--- config.mk ---
export PLATFORM = sky130hd
export DESIGN_NAME = fifo_wr_arbiter
export DESIGN_NICKNAME = d
export VERILOG_FILES = /design/src/rtl/fifo_wr_arbiter.sv
export SDC_FILE = /design/constraint.sdc
export NUM_CORES = 1
export LEC_CHECK = 0
export ABC_AREA = 0
export CAP_MARGIN = 40
export CORE_ASPECT_RATIO = 0.5
export CORE_MARGIN = 10
export CORE_UTILIZATION = 30
export DETAILED_ROUTE_END_ITERATION = 6
export PLACE_DENSITY = 0.92
export SLEW_MARGIN = 20
export SYNTH_ARGS = -nofsm -noshare
export SYNTH_HDL_FRONTEND = slang
export SYNTH_SLANG_ARGS = --single-unit
--- constraint.sdc ---
create_clock -name clk_i -period 3.11 [get_ports clk_i]
set_clock_uncertainty 0.1 [all_clocks]
set_input_delay 0.311 -clock clk_i [delete_from_list [all_inputs] [get_ports clk_i]]
set_output_delay 0.311 -clock clk_i [all_outputs]
set_load 0.1 [all_outputs]
--- src/rtl/fifo_wr_arbiter.sv ---
// fifo_wr_arbiter: round-robin arbiter that grants one requester at a time a
// burst of up to max_burst beats into a single downstream FIFO write port.
// Beats pass straight through combinationally (no added latency); the grant
// itself is held in registers and re-arbitrated in one IDLE cycle per grant.
module fifo_wr_arbiter #(
  parameter int data_width = 32,
  parameter int num_req    = 4,
  parameter int max_burst  = 4
) (
  input  logic                             clk_i,
  input  logic                             rst_i,
  input  logic [num_req-1:0]               req_valid_i,
  input  logic [num_req*data_width-1:0]    req_data_i,
  output logic [num_req-1:0]               req_ready_o,
  input  logic                             fifo_full_i,
  output logic                             fifo_cs_o,
  output logic                             fifo_wr_en_o,
  output logic [data_width-1:0]            fifo_data_in_o,
  output logic                             grant_valid_o,
  output logic [$clog2(num_req)-1:0]       grant_id_o
);

  localparam int IDW = $clog2(num_req);
  localparam int CW  = $clog2(max_burst) + 1;

  typedef enum logic {IDLE, GRANT} state_e;

  state_e          state_q;
  logic [IDW-1:0]  grant_id_q;
  logic [IDW-1:0]  last_grant_q;
  logic [CW-1:0]   beat_cnt_q;
  logic            grant_valid_q;

  logic [IDW-1:0]  rr_winner;
  logic            rr_found;
  int              rr_idx;
  logic            holder_valid;
  logic [data_width-1:0] holder_data;
  logic            beat;
  logic            last_beat;

  // Round-robin search: first valid requester after last_grant, wrapping.
  always_comb begin
    rr_found  = 1'b0;
    rr_winner = '0;
    rr_idx    = 0;
    for (int k = 1; k <= num_req; k++) begin
      rr_idx = int'(last_grant_q) + k;
      if (rr_idx >= num_req) rr_idx = rr_idx - num_req;
      if (!rr_found && req_valid_i[rr_idx]) begin
        rr_found  = 1'b1;
        rr_winner = IDW'(rr_idx);
      end
    end
  end

  // Grant holder's view and beat qualification; fifo_full always vetoes a beat.
  always_comb begin
    holder_valid = req_valid_i[grant_id_q];
    holder_data  = req_data_i[int'(grant_id_q)*data_width +: data_width];
    beat         = grant_valid_q && holder_valid && !fifo_full_i;
    last_beat    = (beat_cnt_q == CW'(max_burst - 1));
  end

  // Output decode: only the holder sees ready; data is zero outside a grant.
  always_comb begin
    for (int i = 0; i < num_req; i++)
      req_ready_o[i] = grant_valid_q && !fifo_full_i && (grant_id_q == IDW'(i));
    fifo_wr_en_o   = beat;
    fifo_cs_o      = grant_valid_q;
    fifo_data_in_o = grant_valid_q ? holder_data : '0;
    grant_valid_o  = grant_valid_q;
    grant_id_o     = grant_id_q;
  end

  // Two-state grant FSM; reset restarts arbitration with requester 0 first.
  always_ff @(posedge clk_i) begin
    if (rst_i) begin
      state_q       <= IDLE;
      grant_id_q    <= '0;
      last_grant_q  <= IDW'(num_req - 1);
      beat_cnt_q    <= '0;
      grant_valid_q <= 1'b0;
    end else begin
      case (state_q)
        IDLE: begin
          if (rr_found) begin
            state_q       <= GRANT;
            grant_valid_q <= 1'b1;
            grant_id_q    <= rr_winner;
            last_grant_q  <= rr_winner;
            beat_cnt_q    <= '0;
          end
        end
        GRANT: begin
          if (!holder_valid) begin
            // Holder released: forfeit the rest of the burst.
            state_q       <= IDLE;
            grant_valid_q <= 1'b0;
          end else if (beat) begin
            if (last_beat) begin
              state_q       <= IDLE;
              grant_valid_q <= 1'b0;
            end else begin
              beat_cnt_q <= beat_cnt_q + 1'b1;
            end
          end
        end
        default: begin
          state_q       <= IDLE;
          grant_valid_q <= 1'b0;
        end
      endcase
    end
  end

endmodule

---- Word level (Yosys, flattened, before mapping) ----
Cells that the tools add are included.
storage, ports and cells
  output and inout port bits .............. 41
  logic and storage cells ................. 95
  input port bits ......................... 135
  register bits after elaboration ......... 9
operators by class
  bitwise logic cells ..................... 1
  $lt $le $gt $ge ......................... 9
  add/subtract/negate cells ............... 9
  equality and inequality tests ........... 10
  mux-type cells .......................... 42
  reductions and logical operators ........ 18
  shifts and indexed selects .............. 1
operator list
  cell                                                                                 count
  32-bit 2-to-1 mux                                                                    5
  32-bit by 4-bit less-than comparator with 1-bit output, second input constant        4
  128-bit by 8-bit variable part select with 32-bit output                             1
  1-bit 2-to-1 mux                                                                     21
  3-bit 2-to-1 mux                                                                     4
  3-bit by 3-bit subtractor with 4-bit output, second input constant                   3
  1-bit binary-select mux with 2-bit select                                            5
  1-bit logical AND                                                                    10
  3-bit greater-or-equal comparator, second input constant                             3
  2-bit 2-to-1 mux                                                                     4
  2-bit by 2-bit adder with 3-bit output, second input constant                        2
  2-bit != test, second input constant                                                 3
  3-bit case mux with 2 select lines                                                   1
  4-bit by 3-bit subtractor with 5-bit output, second input constant                   1
  2-bit by 3-bit adder with 4-bit output, second input constant                        1
  2-bit == test, second input constant                                                 2
  4-bit by 3-bit greater-or-equal comparator with 1-bit output, second input constant  1
  1-bit zero test                                                                      4
  1-bit case mux with 2 select lines                                                   2
  4-bit AND reduction                                                                  1
  2-bit by 1-bit adder with 3-bit output, second input constant                        1
  3-bit by 1-bit adder with 3-bit output, second input constant                        1
  3-bit by 2-bit == test with 1-bit output, second input constant                      1
  2-bit by 3-bit less-than comparator with 1-bit output, second input constant         1
  other kinds (8)                                                                      8

---- Longest topological paths before layout ----
Gate-level depths: netlist (run 1).
  depth after elaboration ................. 18
  gate-level depth with buffers ........... 5

---- Worst setup path before layout (run 1) ----
Ideal clock, no wire load.
  path kind ............................... reg2out
  start ................................... register grant_valid_q (netlist: fifo_cs_o)
  end ..................................... output port req_ready_o[0]
  path buffers ............................ 0
  data required time ...................... 2.699 ns
  stages on the path, launching flop included .. 3
  path slack .............................. -0.130 ns
  arrival time ............................ 2.829 ns
  cell sequence ........................... dfxtp_1 -> nor3b_1 -> nor2b_1
on the way
  word-level cells in the longest chain between the ends .. 2
ends and longest elaborated chain
  element                          RTL line  source
  start, declared                  32        logic grant_valid_q;
  start signal, assigned           83        grant_valid_q <= 1'b0;
  start signal, assigned           89        grant_valid_q <= 1'b1;
  start signal, assigned           99        grant_valid_q <= 1'b0;
  1-bit logical AND (2 in series)  68        req_ready_o[i] = grant_valid_q && !fifo_full_i && (grant_id_q == IDW'(i));
  end, declared                    14        output logic [num_req-1:0] req_ready_o,
No other way between the ends.

---- Worst setup path after layout (run 1) ----
  start ................................... register grant_id_q[0] (netlist: grant_id_o[0])
  end ..................................... output port fifo_data_in_o[4]
on the way
  word-level cells in the longest chain between the ends .. 2
ends and longest elaborated chain
  element                                                   RTL line  source
  start, declared                                           29        logic [IDW-1:0] grant_id_q;
  start signal, assigned                                    90        grant_id_q <= rr_winner;
  128-bit by 8-bit variable part select with 32-bit output  60        holder_data = req_data_i[int'(grant_id_q)*data_width +: data_width];
  32-bit 2-to-1 mux                                         71        fifo_data_in_o = grant_valid_q ? holder_data : '0;
  end, declared                                             18        output logic [data_width-1:0] fifo_data_in_o,
No other way between the ends.

==> reports/qor.yml, run 1 <==
outcome: "complete, no violations"
syn_avg_cell_area_um2: 10.87
hold_buffers: 0
clk_pin_slew_ns: 0.04
grt_pass1_vias: 2201
grt-ovfl-total: 0
coreArea_mm2: 0.004932
yosys_warnings: 0
setup_tns_ns: 0
wl_per_cell_um: 22.96
slew_headroom_pct: 59.42
ys_async_sr_fraction_pct: 0
post_cts_buffers: 0
synth_nets: 278
peakVddDrop_mv: 0.3191
slowest_stage: "dfxtp_2"
ys_top_cells_by_count: "and2_1 (33), mux4_2 (32), nor2_1 (10)"
end_kind: "primary output"
gp_congestion: 0.8798
synth.top_cell.area_share_pct: 47.02
clkLatencyLatePin_ns: 0.24
synth-edff-count: 0
first_iter_violations: 49
fin_crit_ns: 2.551
yosys_most_used_dff: "dfxtp_1"
num_antenna_cells: 0
ctsResizeCount: 0
hold_class: "flop to flop"
yosysSeqAreaShare_pct: 11.76
hpwl_um: 7787
synth_top_area_cell: "mux4_2"
vias_per_cell: 5.079
maxSlewViolCount: 0
cts_inserted_buffers: 3
mappedNetlistArea_mm2: 0.001533
synthDistinctLibCells: 34
drive_gt1_share_pct: 27.65
area_growth_syn_to_layout_pct: 142.8
preCtsSetupSlack_ns: 0.7656
setup_slack_ns: 0.5586
fin_util_pct: 75.44
cts_tree: "done"
htree_levels: 1
fmax_ghz: 0.3919
cp_data_required_time_ns: 2.70
track_usage_pct: 19.45
ys_seq_elements: 9
grt_start_max_net_pins: 23
synth_cells: 141
ant_nets: 0
io-pin-count: 176
worst_slew_pin_slew_ns: 0.6086
whs_ns: 0.4273
path_common_cell: "buf_12"
wirelength_um: 8746
critPathMaxStageDelay_ns: 0.71
die_w_um: 121.1
synth_area_leaders: "mux4_2 (47%), and2_1 (13%), dfxtp_1 (12%)"
p_per_area_mw_per_mm2: 450.7
path_cells: "buf_12 -> mux4_2 -> and2_1 -> buf_12"
max_cap_viol_count: 0
finalCritPeriodShare_pct: 82.04
grt_pass1_wl_um: 13030
yosysMostFrequentCell: "and2_1"
leakagePower_nw: 1.392
cts_root_buf: "clkbuf_8"
crit_fanout: 22
die_area_mm2: 0.008541
worst_ep_arrival_time_ns: 2.14
startpoint_type: "flop"
rows: 18
clk_path_buf_depth: 2
die_h_um: 70.54
io_buffer_count: 175
rsz0062_at_grt: "false"
clkSinkCount: 9
setup_viol: 0
antenna_found_initial: 0
fin_nets: 449
vias: 1935
drt-pass1-iter-count: 4
start_util_pct: 31.08
path_class: "flop to primary output"
drc: 0
hold_violations: 0
-- metal layers --
| layer | vias to the layer above | wire length (µm) | global-route usage [%] |
|---|---|---|---|
| met5 | - | 0 | 0 |
| met4 | 0 | 212 | 5.585 |
| met3 | 17 | 298 | 2.613 |
| met2 | 58 | 5401 | 41.24 |
| met1 | 975 | 2833 | 18.92 |
| li1 | 885 | - | - |
-- worst paths after layout --
kind	startpoint	end	slack, ns	depth (start not counted)
worst min-delay path	last_grant_q[0]	grant_id_o[0]	0.43	2
worst min register to register	last_grant_q[0]	grant_id_o[0]	0.43	2
worst max-delay path	grant_id_o[0]	fifo_data_in_o[4]	0.56	4
worst max register to register	grant_id_o[0]	beat_cnt_q[2]	0.90	5
-- worst max-delay path, delay by kind of cell, from the launching register on --
| family | cells | cell delay (ns) |
|---|---|---|
| multiplexers | 1 | 0.51 |
| AND/OR/NAND/NOR | 1 | 0.21 |
| buffers and inverters | 2 | 0.45 |
| flip-flops | 1 | 0.71 |
-- layout by cell type (no fill, tap or decap) --
| master | netlist | routed |
|---|---|---|
| mux2i_1 | 2 | 2 |
| nand2_2 | 1 | 1 |
| o221ai_1 | 1 | 1 |
| a21oi_1 | 4 | 4 |
| dfxtp_1 | 9 | 8 |
| clkdlybuf4s50_1 | 0 | 134 |
| nor3_1 | 1 | 1 |
| nor2b_2 | 0 | 1 |
| nor2_2 | 0 | 1 |
| mux2_2 | 1 | 1 |
| o211ai_1 | 1 | 1 |
| o2bb2ai_2 | 1 | 1 |
| buf_4 | 1 | 9 |
| o31ai_1 | 1 | 1 |
| ha_1 | 2 | 2 |
| a211o_1 | 1 | 1 |
| o21ai_0 | 1 | 1 |
| inv_1 | 4 | 4 |
| nand2b_1 | 2 | 2 |
| nand2_1 | 4 | 4 |
| nor2_1 | 10 | 9 |
| a211oi_1 | 1 | 1 |
| clkbuf_1 | 5 | 1 |
| o22ai_1 | 1 | 1 |
| and3_1 | 2 | 2 |
| dfxtp_2 | 0 | 1 |
| nand3_1 | 2 | 2 |
| mux4_2 | 32 | 32 |
| nor3b_1 | 1 | 1 |
| and2_1 | 33 | 33 |
| nor2b_1 | 4 | 3 |
| mux2_1 | 2 | 2 |
| clkbuf_8 | 0 | 3 |
| a311oi_1 | 1 | 1 |
| a221o_1 | 1 | 1 |
| nand3b_1 | 1 | 1 |
| a21o_1 | 1 | 1 |
| buf_12 | 0 | 36 |
-- state kept, by name, indices dropped and copies added (netlist names) --
name	cells
grant_id_o	2
state_q	1
beat_cnt_q	3
last_grant_q	2
fifo_cs_o	1
-- final cells by class --
type / count / area (µm²)
Clock buffer: 4 / 45.04
Fill cell: 333 / 1211
Inverter: 4 / 15.01
Multi-Input combinational cell: 115 / 1262
Sequential cell: 9 / 181.4
Tap cell: 70 / 87.58
Timing Repair Buffer: 179 / 2130
-- logic make-up (layout without fill, tap and decap cells) --
| family | count (synthesis) | count (layout) | synth area share, % |
|---|---|---|---|
| and+or+nand+nor | 61 | 61 | 22.53 |
| muxes | 37 | 37 | 50.53 |
| buffers and inverters | 17 | 187 | 6.204 |
| AOI/OAI and AO/OA | 15 | 15 | 7.348 |
| DFF | 9 | 9 | 11.75 |
| adders and majority gates | 2 | 2 | 1.632 |
-- power by group --
group | internal (mW) | switching (mW) | leakage (nW)
Sequential | 0.130 | 0.0406 | 0.0745
Clock | 0.0896 | 0.0495 | 0.0228
Combinational | 0.598 | 0.770 | 1.29
-- through the flow --
stage	area [µm²]	std cells	total power, mW
2_1_floorplan	1538	141	1.012
3_3_place_gp	3676	377	1.518
3_5_place_dp	3676	377	1.549
4_1_cts	3721	381	1.688
5_1_grt	3721	381	1.736
6_report	3721	381	1.677
Power figures use the tool's default switching activity.
==> inputs of run 2 (changes only) <==
Settings changed: CORE_UTILIZATION 30 to 25, PLACE_DENSITY 0.92 to 0.82.
Clock period 3.11 ns to 2.3 ns, I/O delays scaled along.
==> reports/qor.yml, run 2 (synthesis results as in run 1) <==
clkSinkCount: 9  # unchanged
finalCritPeriodShare_pct: 94.18
drc: 0  # unchanged
r2r-start: "grant_id_o[0]"  # unchanged
startpoint_type: "flop"  # unchanged
clk_pin_slew_ns: 0.04  # about the same
worst_ep_arrival_time_ns: 1.84  # was 2.14 ns
p_per_area_mw_per_mm2: 631.3  # was 450.7 mW/mm²
post_cts_buffers: 0  # unchanged
fin_crit_ns: 2.166
die_w_um: 130.7  # was 121.1 µm
regMostFlops: "beat_cnt_q"  # unchanged
gp_congestion: 0.9480  # was 0.8798
coreArea_mm2: 0.006006  # was 0.004932 mm²
rows: 20  # was 18
ant_nets: 0  # unchanged
slowest_stage: "mux4_2"  # was dfxtp_2
p_seq_share_pct: 9.4  # was 10.2%
worst_slew_pin_slew_ns: 0.5142  # was 0.6086 ns
leakagePower_nw: 1.444  # was 1.392 nW
cp-startpoint: "grant_id_o[0]"  # unchanged
reg2reg_depth: 5  # unchanged
area_growth_syn_to_layout_pct: 151.8  # was 142.8%
place_inst: 384  # was 377
vias_per_cell: 4.832  # was 5.079
grt_pass1_wl_um: 12830  # was 13030 µm
drt-pass1-iter-count: 4  # unchanged
critPathMaxStageDelay_ns: 0.55  # was 0.71 ns
hpwl_um: 8124  # was 7787 µm
peakVddDrop_mv: 0.5126  # was 0.3191 mV
drive_gt1_share_pct: 37.62  # was 27.65%
largest_reg_flops: 3  # unchanged
vias: 1875  # was 1935
final_cells: 388  # was 381
grt-ovfl-total: 0  # unchanged
slew_headroom_pct: 65.72  # was 59.42%
first_iter_violations: 136  # was 49
die_h_um: 75.37  # was 70.54 µm
cts_tree: "done"  # unchanged
clkLatencyLatePin_ns: 0.23  # was 0.24 ns
clkPwrFrac_pct: 12.5  # was 8.3%
swShare_pct: 48.50  # was 51.26%
setup_tns_ns: 0  # unchanged
cp_data_required_time_ns: 1.97  # was 2.70 ns
grt_pass1_vias: 2026  # was 2201
cts_root_buf: "clkbuf_16"  # was clkbuf_8
htree_levels: 1  # unchanged
cts_inserted_buffers: 3  # unchanged
hold_class: "flop to flop"  # unchanged
die_area_mm2: 0.009852  # was 0.008541 mm²
most-common-layout-cells: "clkdlybuf4s50_1 (134), buf_12 (39), mux4_2 (32)"  # was clkdlybuf4s50_1 (134), buf_12 (36), and2_1 (33)
track_usage_pct: 17.36  # was 19.45%
io-pin-count: 176  # unchanged
path_class: "flop to primary output"  # unchanged
rsz0062_at_grt: "false"  # unchanged
crit_fanout: 16  # was 22
fin_nets: 449  # unchanged
layout_commonest_cell: "clkdlybuf4s50_1"  # unchanged
clk_path_buf_depth: 2  # unchanged
p_int_mw: 1.255  # was 817.4 µW
outcome: "complete, no violations"  # unchanged
path_cells: "buf_4 -> mux4_2 -> and2_2 -> buf_12"  # was buf_12 -> mux4_2 -> and2_1 -> buf_12
hold_buffers: 0  # unchanged
max_cap_viol_count: 0  # unchanged
hold_violations: 0  # unchanged
fmax_ghz: 0.4617
num_antenna_cells: 0  # unchanged
power_frac_comb_pct: 78.0  # was 81.5%
wl_per_cell_um: 23.92  # was 22.96 µm
setup_viol: 0  # unchanged
min_from: "last_grant_q[0]"  # unchanged
antenna_found_initial: 0  # unchanged
end_kind: "primary output"  # unchanged
start_util_pct: 25.52  # was 31.08%
wirelength_um: 9282  # was 8746 µm
ctsResizeCount: 0  # unchanged
grt_start_max_net_pins: 40  # was 23
p_switching_mw: 1.182  # was 859.8 µW
io_buffer_count: 175  # unchanged
min_path_cells: 2  # unchanged
maxSlewViolCount: 0  # unchanged
rrSetupSlack_ns: 0.40  # was 0.90 ns
-- run 2: changes by cell type in the layout (fill, tap and decap cells not counted) --
| cell | change |
|---|---|
| and2_1 | -29 |
| o2bb2ai_4 | +1 |
| and2_2 | +29 |
| buf_4 | -3 |
| dfxtp_1 | -2 |
| dfxtp_4 | +1 |
| clkbuf_16 | +3 |
| nor2b_2 | -1 |
| buf_12 | +3 |
| o2bb2ai_2 | -1 |
| clkbuf_8 | -3 |
| dfxtp_2 | +1 |
| nor2b_4 | +1 |
-- run 2: final cells by class --
type,count,area (µm²)
repair buffers,179,2167
inverters,4,15.01
fillers,463,2146
multi-input cells,115,1316
clock buffers,4,78.83
well taps,77,96.34
flip-flops and latches,9,186.4
-- run 2: final timing paths --
path	endpoint
worst max-delay path	fifo_data_in_o[19]
worst min-delay path	grant_id_o[0]
worst max register to register	beat_cnt_q[2]
worst min register to register	grant_id_o[0]
-- run 2: layer usage --
layer	track usage [%]	routed length, µm	up-vias
met5	0	0	-
met4	4.774	187	0
met3	2.917	302	14
met2	33.20	5283	41
met1	19.78	3509	931
li1	-	-	889
-- run 2: stage by stage --
stage | hold slack [ns] | power (mW) | instance area [µm²] | utilization [%] | setup slack, ns
2_1_floorplan | 0.3313 | 1.397 | 1598 | - | 0.005557
3_3_place_gp | 0.3926 | 2.118 | 3781 | 62.96 | 0.4087
3_5_place_dp | 0.4022 | 2.141 | 3781 | 62.96 | 0.3771
4_1_cts | 0.4074 | 2.457 | 3860 | 64.27 | 0.1127
5_1_grt | 0.4232 | 2.528 | 3860 | 64.27 | 0.04841
6_report | 0.4110 | 2.437 | 3860 | 64.27 | 0.1339
-- run 2: worst max-delay path: cells and delay by family, from the launching register on --
family	cells	cell delay [ns]
AND/OR/NAND/NOR	1	0.23
multiplexers	1	0.55
buffers and inverters	2	0.46
flip-flops	1	0.34
-- run 2: power groups by stage --
stage	Sequential [mW]	Clock [mW]	Combinational (mW)
after floorplan	0.261	0	1.14
after global placement	0.228	0	1.89
after detailed placement	0.232	0	1.91
final	0.230	0.305	1.90
after global routing	0.235	0.324	1.97
after CTS	0.229	0.313	1.92
==> inputs of run 3 (changes only) <==
Settings changed: CORE_UTILIZATION 25 to 28, PLACE_DENSITY 0.82 to 0.87, SKIP_CTS_REPAIR_TIMING set to 1.
Clock period 2.3 ns to 2 ns, I/O delays scaled along.
==> reports/qor.yml, run 3 (synthesis results as in run 1) <==
start_util_pct: 29.98  # was 25.52%
cts_tree: "done"  # unchanged
peakVddDrop_mv: 0.5183  # was 0.5126 mV
grt_start_max_net_pins: 40  # unchanged
p_per_area_mw_per_mm2: 710.2  # was 631.3 mW/mm²
die_area_mm2: 0.009013  # was 0.009852 mm²
io_buffer_count: 175  # unchanged
coreArea_mm2: 0.005112  # was 0.006006 mm²
finalCritPeriodShare_pct: 102.4
gp_congestion: 0.8600  # was 0.9480
first_iter_violations: 115  # was 136
hpwl_um: 7627  # was 8124 µm
maxSlewViolCount: 0  # unchanged
setup_slack_ns: -0.04817  # was 0.1339 ns
failed_checks: "negative setup slack"
area_growth_syn_to_layout_pct: 166.0  # was 151.8%
preCtsSetupSlack_ns: 0.1545  # was 0.3771 ns
path_class: "flop to primary output"  # unchanged
hold_class: "flop to flop"  # unchanged
worst_ep_arrival_time_ns: 1.75  # was 1.84 ns
setup_viol: 20  # was 0
most-common-layout-cells: "clkdlybuf4s50_1 (134), buf_12 (43), mux4_2 (32), and2_4 (32), nor2_1 (9)"  # was clkdlybuf4s50_1 (134), buf_12 (39), mux4_2 (32)
cts_inserted_buffers: 3  # unchanged
io-pin-count: 176  # unchanged
fmax_ghz: 0.4882
num_antenna_cells: 0  # unchanged
worst_slew_pin_slew_ns: 0.4489  # was 0.5142 ns
grt_pass1_vias: 2129  # was 2026
wirelength_um: 9357  # was 9282 µm
die_w_um: 124.6  # was 130.7 µm
drive_gt1_share_pct: 41.43  # was 37.62%
end_kind: "primary output"  # unchanged
drt-pass1-iter-count: 4  # unchanged
cts_root_buf: "clkbuf_8"  # was clkbuf_16
final_cells: 391  # was 388
clkSinkCount: 9  # unchanged
clk_pin_slew_ns: 0.04  # about the same
max_cap_viol_count: 0  # unchanged
drc: 0  # unchanged
place_inst: 378  # was 384
largest_reg_flops: 3  # unchanged
fin_total_pwr_mw: 2.896  # was 2.437 mW
die_h_um: 72.32  # was 75.37 µm
outcome: "finished with violations"  # was complete, no violations
startpoint_type: "flop"  # unchanged
ant_nets: 0  # unchanged
fin_nets: 459  # was 449
wl_per_cell_um: 23.93  # was 23.92 µm
grt-ovfl-total: 0  # unchanged
htree_levels: 1  # unchanged
hold_violations: 0  # unchanged
antenna_found_initial: 0  # unchanged
clk_path_buf_depth: 2  # unchanged
fin_crit_ns: 2.048
vias: 2000  # was 1875
leakagePower_nw: 1.554  # was 1.444 nW
layout_commonest_cell: "clkdlybuf4s50_1"  # unchanged
rows: 18  # was 20
rsz0062_at_grt: "true"  # was false
regMostFlops: "beat_cnt_q"  # unchanged
clkLatencyLatePin_ns: 0.24  # was 0.23 ns
vias_per_cell: 5.115  # was 4.832
slew_headroom_pct: 70.07  # was 65.72%
grt_pass1_wl_um: 12930  # was 12830 µm
fin_util_pct: 79.76  # was 64.27%
track_usage_pct: 17.91  # was 17.36%
crit_fanout: 8  # was 16
cp_data_required_time_ns: 1.70  # was 1.97 ns
## run 3: through the flow
stage	hold slack (ns)	setup TNS, ns	cell area [µm²]
2_1_floorplan	0.3013	-0.4267	1648
3_3_place_gp	0.3855	0	3870
3_5_place_dp	0.4085	0	3870
4_1_cts	0.4156	-1.464	3915
5_1_grt	0.4441	-1.594	4078
6_report	0.4207	-0.4688	4078
## run 3: cell type report
class                      instances  area (µm²)
multi-input combinational        115        1366
clock buffer                       4       45.04
sequential                         9       191.4
tap                               70       87.58
timing repair buffer             189        2372
inverter                           4       15.01
fill                             292        1035
## run 3: where the power goes
part	switching (mW)	internal, mW
clock network	0.0762	0.139
logic	1.25	1.15
registers	0.0731	0.206
total	1.40	1.49
## run 3: critical path: stages, from the launching register on
cell,delay [ns]
dfxtp_4,0.45
clkbuf_16,0.20
mux4_2,0.51
and2_4,0.18
buf_12,0.16
## run 3: routing by layer
layer  track usage, %  vias to the layer above  wire [µm]  part of all wire (%)
met2            38.84                       70       5546                    59
met3            2.175                       17        322                   3.4
met1            17.79                     1006       3267                    35
met4            4.236                        0        220                   2.4
met5                0                        -          0                     0
li1                 -                      907          -                     -
## run 3: worst paths after layout
kind	startpoint	end	slack, ns	cells after the start
hold reg to reg	last_grant_q[0]	grant_id_o[0]	0.42	2
hold / removal	last_grant_q[0]	grant_id_o[0]	0.42	2
setup / recovery	grant_id_o[0]	fifo_data_in_o[9]	-0.05	4
setup reg to reg	grant_id_o[0]	beat_cnt_q[2]	0.16	5
